File: src/rtl/perf_counter_bank_pkg.sv
`default_nettype none
// +--------------------------------------------------------------------------+
// | Package  : perf_pkg                                                      |
// | Brief    : Shared defaults, slot constant and step-FSM state encoding    |
// |            for the performance-counter / display-select bank.            |
// | Revision : 1.0  initial release                                          |
// +--------------------------------------------------------------------------+
package perf_pkg;

  localparam int DEF_NUM_CH    = 3;
  localparam int DEF_CNT_BITS  = 32;
  localparam int DEF_DISP_BITS = 32;
  localparam int DEF_HOLDOFF   = 4;

  // Slot 0 always carries the program's syscall output, live.
  localparam int SLOT_EXT = 0;

  typedef enum logic [0:0] {
    IDLE = 1'b0,
    HOLD = 1'b1
  } step_state_e;

endpackage
`default_nettype wire

File: src/rtl/perf_counter_bank_if.sv
`default_nettype none
// +--------------------------------------------------------------------------+
// | Interface: perf_counter_bank_if                                          |
// | Brief    : Control, event and display signals of the counter bank.       |
// |            master = core/board side, slave = perf_counter_bank.          |
// | Revision : 1.0  initial release                                          |
// +--------------------------------------------------------------------------+
interface perf_counter_bank_if
  import perf_pkg::*;
#(
  parameter int NUM_CH    = DEF_NUM_CH,
  parameter int DISP_BITS = DEF_DISP_BITS
);
  localparam int SEL_BITS = $clog2(NUM_CH + 1);

  logic                 run;
  logic [NUM_CH-1:0]    events;
  logic                 clear;
  logic                 freeze;
  logic                 step;
  logic [DISP_BITS-1:0] ext_data;
  logic [DISP_BITS-1:0] disp_data;
  logic [SEL_BITS-1:0]  disp_sel;
  logic [NUM_CH-1:0]    overflow;

  modport master (
    output run, events, clear, freeze, step, ext_data,
    input  disp_data, disp_sel, overflow
  );

  modport slave (
    input  run, events, clear, freeze, step, ext_data,
    output disp_data, disp_sel, overflow
  );

endinterface
`default_nettype wire

File: src/rtl/perf_counter_bank_btn_edge_holdoff.sv
`default_nettype none
// +--------------------------------------------------------------------------+
// | Module   : btn_edge_holdoff                                              |
// | Brief    : Rising-edge detector for the raw step button with a holdoff   |
// |            window; emits a single-cycle advance pulse per accepted press.|
// | Revision : 1.0  initial release                                          |
// +--------------------------------------------------------------------------+
module btn_edge_holdoff
  import perf_pkg::*;
#(
  parameter int HOLDOFF = DEF_HOLDOFF
) (
  input  wire logic clk,
  input  wire logic rst,
  input  wire logic step,
  output logic      advance
);

  localparam int            HW        = (HOLDOFF > 1) ? $clog2(HOLDOFF) : 1;
  localparam logic [HW-1:0] HOLD_LOAD = HW'(HOLDOFF - 1);

  step_state_e   state_q, state_d;
  logic          step_q;
  logic [HW-1:0] hold_cnt_q, hold_cnt_d;
  logic          rise;

  // Next-state logic; advance is decoded combinationally so the selector
  // moves on the same edge that samples the button rising edge.
  always_comb begin
    rise       = step && !step_q;
    state_d    = state_q;
    hold_cnt_d = hold_cnt_q;
    advance    = 1'b0;
    case (state_q)
      IDLE: begin
        if (rise) begin
          advance    = 1'b1;
          hold_cnt_d = HOLD_LOAD;
          state_d    = HOLD;
        end
      end
      HOLD: begin
        if (hold_cnt_q == '0) begin
          state_d = IDLE;
        end else begin
          hold_cnt_d = hold_cnt_q - HW'(1);
        end
      end
      default: state_d = IDLE;
    endcase
  end

  // Button history, FSM state and holdoff counter registers.
  always_ff @(posedge clk or negedge rst) begin
    if (!rst) begin
      state_q    <= IDLE;
      step_q     <= 1'b0;
      hold_cnt_q <= '0;
    end else begin
      state_q    <= state_d;
      step_q     <= step;
      hold_cnt_q <= hold_cnt_d;
    end
  end

endmodule
`default_nettype wire

File: src/rtl/perf_counter_bank.sv
`default_nettype none
// +--------------------------------------------------------------------------+
// | Module   : perf_counter_bank                                             |
// | Brief    : NUM_CH gated event counters with sticky overflow, freeze      |
// |            snapshot and a step-button display selector feeding the       |
// |            seven-segment driver.                                         |
// | Config   : PERF_CNT_SATURATE_EN defined -> counters saturate at all-ones;|
// |            undefined -> counters wrap to zero.                           |
// | Revision : 1.0  initial release                                          |
// +--------------------------------------------------------------------------+
module perf_counter_bank
  import perf_pkg::*;
#(
  parameter int NUM_CH    = DEF_NUM_CH,
  parameter int CNT_BITS  = DEF_CNT_BITS,
  parameter int DISP_BITS = DEF_DISP_BITS,
  parameter int HOLDOFF   = DEF_HOLDOFF
) (
  input wire logic             clk,
  input wire logic             rst,
  perf_counter_bank_if.slave   bus
);

  localparam int SEL_BITS = $clog2(NUM_CH + 1);

  logic [DISP_BITS-1:0] live_val [NUM_CH];
  logic [DISP_BITS-1:0] snap_val [NUM_CH];
  logic [NUM_CH-1:0]    ovf_vec;
  logic                 freeze_q;
  logic                 snap;
  logic [SEL_BITS-1:0]  disp_sel_q, disp_sel_d;
  logic                 advance;
  logic [DISP_BITS-1:0] disp_mux;

  // Snapshot is taken on the cycle freeze first goes high.
  assign snap = bus.freeze && !freeze_q;

  for (genvar i = 0; i < NUM_CH; i++) begin : g_ch
    logic [CNT_BITS-1:0] cnt_q, cnt_d;
    logic [CNT_BITS-1:0] shadow_q, shadow_d;
    logic                ovf_q, ovf_d;

    // Count, overflow and snapshot update; clear beats increment and never
    // touches the shadow, which captures the pre-update count.
    always_comb begin
      cnt_d    = cnt_q;
      ovf_d    = ovf_q;
      shadow_d = shadow_q;
      if (bus.clear) begin
        cnt_d = '0;
        ovf_d = 1'b0;
      end else if (bus.run && bus.events[i]) begin
        if (&cnt_q) begin
          ovf_d = 1'b1;
`ifdef PERF_CNT_SATURATE_EN
          cnt_d = cnt_q;
`else
          cnt_d = '0;
`endif
        end else begin
          cnt_d = cnt_q + CNT_BITS'(1);
        end
      end
      if (snap) begin
        shadow_d = cnt_q;
      end
    end

    // Per-channel state registers.
    always_ff @(posedge clk or negedge rst) begin
      if (!rst) begin
        cnt_q    <= '0;
        shadow_q <= '0;
        ovf_q    <= 1'b0;
      end else begin
        cnt_q    <= cnt_d;
        shadow_q <= shadow_d;
        ovf_q    <= ovf_d;
      end
    end

    // Size casts zero-extend narrow counters and keep the low bits of wide ones.
    assign live_val[i] = DISP_BITS'(cnt_q);
    assign snap_val[i] = DISP_BITS'(shadow_q);
    assign ovf_vec[i]  = ovf_q;
  end

  btn_edge_holdoff #(
    .HOLDOFF (HOLDOFF)
  ) u_step (
    .clk     (clk),
    .rst     (rst),
    .step    (bus.step),
    .advance (advance)
  );

  // Selector walks 0..NUM_CH and wraps back to the external-data slot.
  always_comb begin
    disp_sel_d = disp_sel_q;
    if (advance) begin
      disp_sel_d = (disp_sel_q == SEL_BITS'(NUM_CH)) ? SEL_BITS'(SLOT_EXT)
                                                     : disp_sel_q + SEL_BITS'(1);
    end
  end

  // Freeze edge history and selector registers.
  always_ff @(posedge clk or negedge rst) begin
    if (!rst) begin
      freeze_q   <= 1'b0;
      disp_sel_q <= SEL_BITS'(SLOT_EXT);
    end else begin
      freeze_q   <= bus.freeze;
      disp_sel_q <= disp_sel_d;
    end
  end

  // Unregistered display mux; slot 0 stays live even while frozen.
  always_comb begin
    disp_mux = bus.ext_data;
    for (int k = 0; k < NUM_CH; k++) begin
      if (disp_sel_q == SEL_BITS'(k + 1)) begin
        disp_mux = bus.freeze ? snap_val[k] : live_val[k];
      end
    end
  end

  assign bus.disp_data = disp_mux;
  assign bus.disp_sel  = disp_sel_q;
  assign bus.overflow  = ovf_vec;

endmodule
`default_nettype wire
File: src/flat_wrapper.sv
// flat-port wrapper written by rule: the top's interface ports become plain ports
module perf_counter_bank_flat import perf_pkg::*;
#(
  parameter int NUM_CH    = DEF_NUM_CH,
  parameter int CNT_BITS  = DEF_CNT_BITS,
  parameter int DISP_BITS = DEF_DISP_BITS,
  parameter int HOLDOFF   = DEF_HOLDOFF
)
  (clk, rst, bus_run, bus_events, bus_clear, bus_freeze, bus_step, bus_ext_data, bus_disp_data, bus_disp_sel, bus_overflow);
  perf_counter_bank_if #(.NUM_CH(NUM_CH), .DISP_BITS(DISP_BITS)) bus_i ();
  input wire logic clk;
  input wire logic rst;
  input wire logic [$bits(bus_i.run)-1:0] bus_run;
  input wire logic [$bits(bus_i.events)-1:0] bus_events;
  input wire logic [$bits(bus_i.clear)-1:0] bus_clear;
  input wire logic [$bits(bus_i.freeze)-1:0] bus_freeze;
  input wire logic [$bits(bus_i.step)-1:0] bus_step;
  input wire logic [$bits(bus_i.ext_data)-1:0] bus_ext_data;
  output wire logic [$bits(bus_i.disp_data)-1:0] bus_disp_data;
  output wire logic [$bits(bus_i.disp_sel)-1:0] bus_disp_sel;
  output wire logic [$bits(bus_i.overflow)-1:0] bus_overflow;
  assign bus_i.run = bus_run;
  assign bus_i.events = bus_events;
  assign bus_i.clear = bus_clear;
  assign bus_i.freeze = bus_freeze;
  assign bus_i.step = bus_step;
  assign bus_i.ext_data = bus_ext_data;
  assign bus_disp_data = bus_i.disp_data;
  assign bus_disp_sel = bus_i.disp_sel;
  assign bus_overflow = bus_i.overflow;
  perf_counter_bank #(.NUM_CH(NUM_CH), .CNT_BITS(CNT_BITS), .DISP_BITS(DISP_BITS), .HOLDOFF(HOLDOFF)) u_core (.clk(clk), .rst(rst), .bus(bus_i));
endmodule
File: config.mk
export PLATFORM = sky130hd
export DESIGN_NAME = perf_counter_bank_flat
export DESIGN_NICKNAME = d
export VERILOG_FILES = /design/src/rtl/perf_counter_bank_pkg.sv /design/src/rtl/perf_counter_bank_if.sv /design/src/rtl/perf_counter_bank_btn_edge_holdoff.sv /design/src/rtl/perf_counter_bank.sv /design/src/flat_wrapper.sv
export SDC_FILE = /design/constraint.sdc
export NUM_CORES = 1
export LEC_CHECK = 0
export BUFFER_PORTS_ARGS = -buffer_cell sky130_fd_sc_hd__buf_2
export CORE_MARGIN = 2
export CORE_UTILIZATION = 55
export CTS_CLUSTER_SIZE = 12
export DETAILED_ROUTE_END_ITERATION = 10
export PLACE_DENSITY = 0.74
export SLEW_MARGIN = 10
export SYNTH_ARGS = -nofsm -noshare
export SYNTH_HDL_FRONTEND = slang
export SYNTH_SLANG_ARGS = --single-unit
File: constraint.sdc
create_clock -name clk -period 3.2 [get_ports clk]
set_input_delay 0.64 -clock clk [delete_from_list [all_inputs] [get_ports clk]]
set_output_delay 0.64 -clock clk [all_outputs]
set_load 0.01 [all_outputs]
Word level (Yosys, flattened, before mapping)

Index checks and enable logic that the tools add are counted.

Flip-flop bits (word level): 202
Bits of input ports: 41
Word-level logic and storage cells: 78

Add/sub/neg operators: 5
Equal/unequal tests: 5
Muxes and demuxes: 32
Bitwise operators: 1
Reductions and logical operators: 21

Operator list:

| operator              | count |
|---|---|
| $mux 32               | 15 |
| $add 32x1->32 const B | 3 |
| $reduce_and 32->1     | 3 |
| $mux 1                | 12 |
| $reduce_bool 2->1     | 6 |
| $reduce_and 2->1      | 4 |
| $mux 2                | 3 |
| $logic_and 1x1->1     | 5 |
| $eq 2x2->1 const B    | 2 |
| $ne 2x2->1 const B    | 2 |
| $pmux 2 s2            | 1 |
| $add 2x1->2 const B   | 1 |
| $eq 2x1->1 const B    | 1 |
| $logic_not 1->1       | 2 |
| $logic_not 2->1       | 1 |
| $pmux 1 s2            | 1 |
| $sub 2x1->2 const B   | 1 |
| $not 1->1             | 1 |

Logic depth before layout (Yosys ltp)

Depth after elaboration: 4
Gate-level depth with buffers: 8
Mapped depth without buffers: 6

By module

A second synthesis with hierarchy kept.

Cell total of the unflattened synthesis: 1032
Area total of the unflattened synthesis: 10860.4 µm²

By module, submodules not included:

| module            | instances | cells an instance | area an instance (µm²) |
|---|---|---|---|
| perf_counter_bank | 1         | 1019              | 10674.0 |
| btn_edge_holdoff  | 1         | 13                | 186.4 |

Least setup slack after synthesis

Ideal clock, no wire load.

Path type: input -> output
From: in bus_freeze
To: out bus_disp_data[10]
Arrival: 2.070 ns
Required time: 2.560 ns
Path slack: 0.490 ns
Cell stages on the path: 5
Path buffers: 3
Cell sequence: clkbuf_1 > clkbuf_1 > buf_1 > mux2i_1 > a21oi_1

Longest elaborated chain between the ends: 4
Elaborated cells on any way between the ends: 6
Those cells by class: 6 x mux

Ends and longest elaborated chain:

| what                  | RTL line                 | text |
|---|---|---|
| from (decl)           | flat_wrapper.sv:16       | `input wire logic [$bits(bus_i.freeze)-1:0] bus_freeze;` |
| $mux 32               | perf_counter_bank.sv:122 | `disp_mux = bus.freeze ? snap_val[k] : live_val[k];` |
| $mux 32 (2 in series) | perf_counter_bank.sv:121 | `if (disp_sel_q == SEL_BITS'(k + 1)) begin` |
| $mux 32 *             | perf_counter_bank.sv:121 |  |
| to (decl)             | flat_wrapper.sv:19       | `output wire logic [$bits(bus_i.disp_data)-1:0] bus_disp_data;` |

Mark *: on every way between the ends. The rest lies on a longest branch, timed or not.

Worst setup path in the final report

From: reg u_core.disp_sel_q[1] (netlist: u_core.bus.disp_sel[1])
To: out bus_disp_data[19]

Longest elaborated chain between the ends: 4
Elaborated cells on any way between the ends: 6
Those cells by class: 3 x eq/ne; 3 x mux

Ends and longest elaborated chain:

| what                   | RTL line                 | text |
|---|---|---|
| from (decl)            | perf_counter_bank.sv:31  | `logic [SEL_BITS-1:0] disp_sel_q, disp_sel_d;` |
| from (signal assigned) | perf_counter_bank.sv:110 | `disp_sel_q <= SEL_BITS'(SLOT_EXT);` |
| from (signal assigned) | perf_counter_bank.sv:113 | `disp_sel_q <= disp_sel_d;` |
| $eq 2x1->1             | perf_counter_bank.sv:121 |  |
| $mux 32 (2 in series)  | perf_counter_bank.sv:121 |  |
| $mux 32 *              | perf_counter_bank.sv:121 |  |

Marked as above.

==> impl_metrics.yaml <==
run_status:
  outcome: "finished, final reports clean"
cts:
  cts_buffers: 23
  cts_setup_buffers: 0
  cts-root-buf: "clkbuf_16"
  clkTransAtPathRegs_ns: 0.06
  h-tree-depth: 1
  clock_sink_count: 202
  clock_path_buffers: 3
  cts_tree: "built"
  clkLatencyLatePin_ns: 0.51
placed_design:
  dp_hpwl_mm: 17.68
  place_area_sq_um: 11510
  place.port_buffers: 77
  place_congestion: 0.9254
drt:
  vias: 7920
  drt-pass1-iter-count: 5
  dr.first_iter.drc_count: 422
  drt-vias-per-instance: 5.806
  drtAntennaViolNets: 0
  drc_errors: 0
  wl_per_cell_um: 18.35
  wirelength_mm: 25.03
floorplan:
  fp.dieW_um: 143.8
  die_y_um: 143.8
  ioPinCount: 78
  die_area_sq_um: 20690
  core_sq_um: 19330
  rows: 51
  initial_core_util_pct: 55.63
sta:
  fin_skew_ns: 0.01105
  timing.final.crit_period_ns: 3.185
  worst_pin_slew_ns: 0.6700
  hold_viol: 0
  max_freq_ghz: 0.3140
  period_share_pct: 99.52
  slew_headroom_pct: 55.33
  rsz0062_at_grt: "yes"
  setup-violations-final: 0
  tns_ns: 0
  slew_viol_final: 0
worst_setup_path:
  reg2reg_to: "u_core.g_ch[0].cnt_q[26]"
  path_class: "flop to output pin"
  rrSetupSlack_ns: 0.56
  startpoint: "u_core.bus.disp_sel[1]"
  critPathMaxFanout: 64
  crit_slowest_cell: "a211oi_1"
  worstReg2RegStart: "u_core.g_ch[0].cnt_q[27]"
  reg2reg_depth: 5
  cp-start-kind: "flop"
  cp.required_ns: 2.56
  critical_path.endpoint: "bus_disp_data[19]"
  worst_path_most_repeated_cell: "a211oi_1"
  end_kind: "output pin"
  cp.arrival_ns: 2.54
  cp_cell_sequence: "inv_1, ha_2, buf_12, nor2_1, a211oi_1, a211oi_1, a21oi_1, buf_2"
  slowest_delay_ns: 0.49
synth:
  synth_ff_type: "dfrtp_1"
  synth_common_cells: "202 x dfrtp_1, 140 x nor2_1, 123 x mux2_2"
  synth_most_common_cell: "dfrtp_1"
  syn_nets: 1075
  synth_top_area_share_pct: 47.00
  syn_avg_cell_area_sq_um: 10.47
  synth-edff-count: 0
  yosys-top-cells-area: "dfrtp_1 47%, mux2_2 13%, mux2i_1 6.0%, nor2_1 4.9%, xor2_1 4.7%"
  synth_cells: 1027
  ys_seq_elements: 202
  yosysWarnings: 0
  synth.distinct_cells: 44
  async_flop_share_pct: 100.0
  seq_area_frac_synth_pct: 47.00
  syn-cell-area_sq_um: 10760
  post-synth-top-area-cell: "dfrtp_1"
pwr:
  p_per_area_nw_per_um2: 585.9
  irDropWorstVdd_mv: 0.3762
  total_power_mw: 7.175
  p_leak_nw: 5.657
finish:
  antenna_cells: 0
  final_area_sq_um: 12250
  num-nets-final: 1135
  area_growth_pct: 13.87
  drive_gt1_share_pct: 25.39
global_route:
  grt_pass1_wl_mm: 39.84
  grt_pass1_vias: 7532
  grt_max_degree: 84
  track_usage_pct: 24.60
  overflow: 0
  antenna_found_initial: 0
min_path:
  worstHoldPathType: "primary input to async pin"
run:
  drv_cap: 0
[cell usage in the layout (no fill, tap or decap), types with 12 or more instances in the layout]
master and count:
buf_4 23, clkbuf_16 23, mux2i_1 64, nand4_1 41, mux2_2 123, a211oi_1 54
a21oi_1 45, nand3_1 32, xnor2_1 30, and4_1 16, nor2_1 140, nor3_1 12
xor2_1 58, dfrtp_1 202, nand2_1 47, buf_2 75
[worst min path at each step]
stage / start / endpoint / slack (ns)
floorplan: rst / u_core.bus.disp_sel[0] / 0.34
global placement: u_core.u_step.hold_cnt_q[0] / u_core.u_step.hold_cnt_q[0] / 0.45
detailed placement: u_core.u_step.hold_cnt_q[0] / u_core.u_step.hold_cnt_q[0] / 0.46
CTS: rst / u_core.g_ch[2].shadow_q[30] / 0.20
global route: rst / u_core.g_ch[2].cnt_q[25] / 0.23
finish: rst / u_core.g_ch[2].shadow_q[30] / 0.18
[final cells by class]
cell class	count	area, sq um
fillers	1533	7088
multi-input cells	745	5445
flip-flops and latches	202	5055
repair buffers	106	701.9
clock buffers	35	640.6
well taps	265	331.6
clock inverters	2	38.79
inverters	9	33.78
[per-stage QoR]
step                cells  hold WS, ns  worst slack (ns)  util (%)
floorplan            1027       0.3444            0.4900         -
global placement     1327       0.4513            0.4566     59.52
detailed placement   1327       0.4650            0.4560     59.52
CTS                  1364       0.1994          -0.05855     63.03
global route         1364       0.2332          -0.05110     63.34
finish               1364       0.1753           0.01530     63.34
[where the power goes]
group / leakage [nW] / internal (mW) / total (mW) / switching (mW)
clock: 0.328 / 1.45 / 2.43 / 0.981
sequential: 2.80 / 2.60 / 2.64 / 0.0403
combinational: 2.53 / 0.751 / 2.11 / 1.36
total: 5.66 / 4.79 / 7.17 / 2.38
[cell families after synthesis]
logic type | count (synthesis) | synth area share (%)
buf+inv | 80 | 3.141
fa+ha+maj | 7 | 0.8143
mux | 187 | 18.83
xor+xnor | 88 | 7.166
compound gates | 126 | 7.562
simple gates | 337 | 15.48
flops | 202 | 47.00
[repair_timing]
| item | 4_1_cts | 5_1_grt |
|---|---|---|
| endpoints found under the setup margin | 4 | 31 |
| resized for setup | 0 | 11 |
| hold buffers | 0 | 0 |
| pin swaps | 0 | 0 |
[flip-flops by register name, summed over array words and instances (netlist names)]
name                      count
u_core.u_step.step_q          1
u_core.g_ch.shadow_q         96
u_core.u_step.hold_cnt_q      2
u_core.u_step.state_q         1
u_core.g_ch.cnt_q            96
u_core.freeze_q               1
u_core.bus.disp_sel           2
u_core.g_ch.ovf_q             3
[worst max-delay path, delay by kind of cell, from the launching register on]
family          cells  cell delay [ns]
simple gates        1             0.14
compound gates      3             0.74
flops               1             0.44
fa+ha+maj           1             0.18
buf+inv             3             0.49
[routing by layer]
metal / up-vias / routed length, um / global-route usage [%] / share of wire, %
met5: - / 0 / 0 / 0
met1: 3951 / 11800 / 36.00 / 47
met2: 153 / 11670 / 38.70 / 47
li1: 3772 / - / - / -
met4: 0 / 541 / 6.089 / 2.2
met3: 44 / 1019 / 3.665 / 4.1
Power figures use the tool's default switching activity.
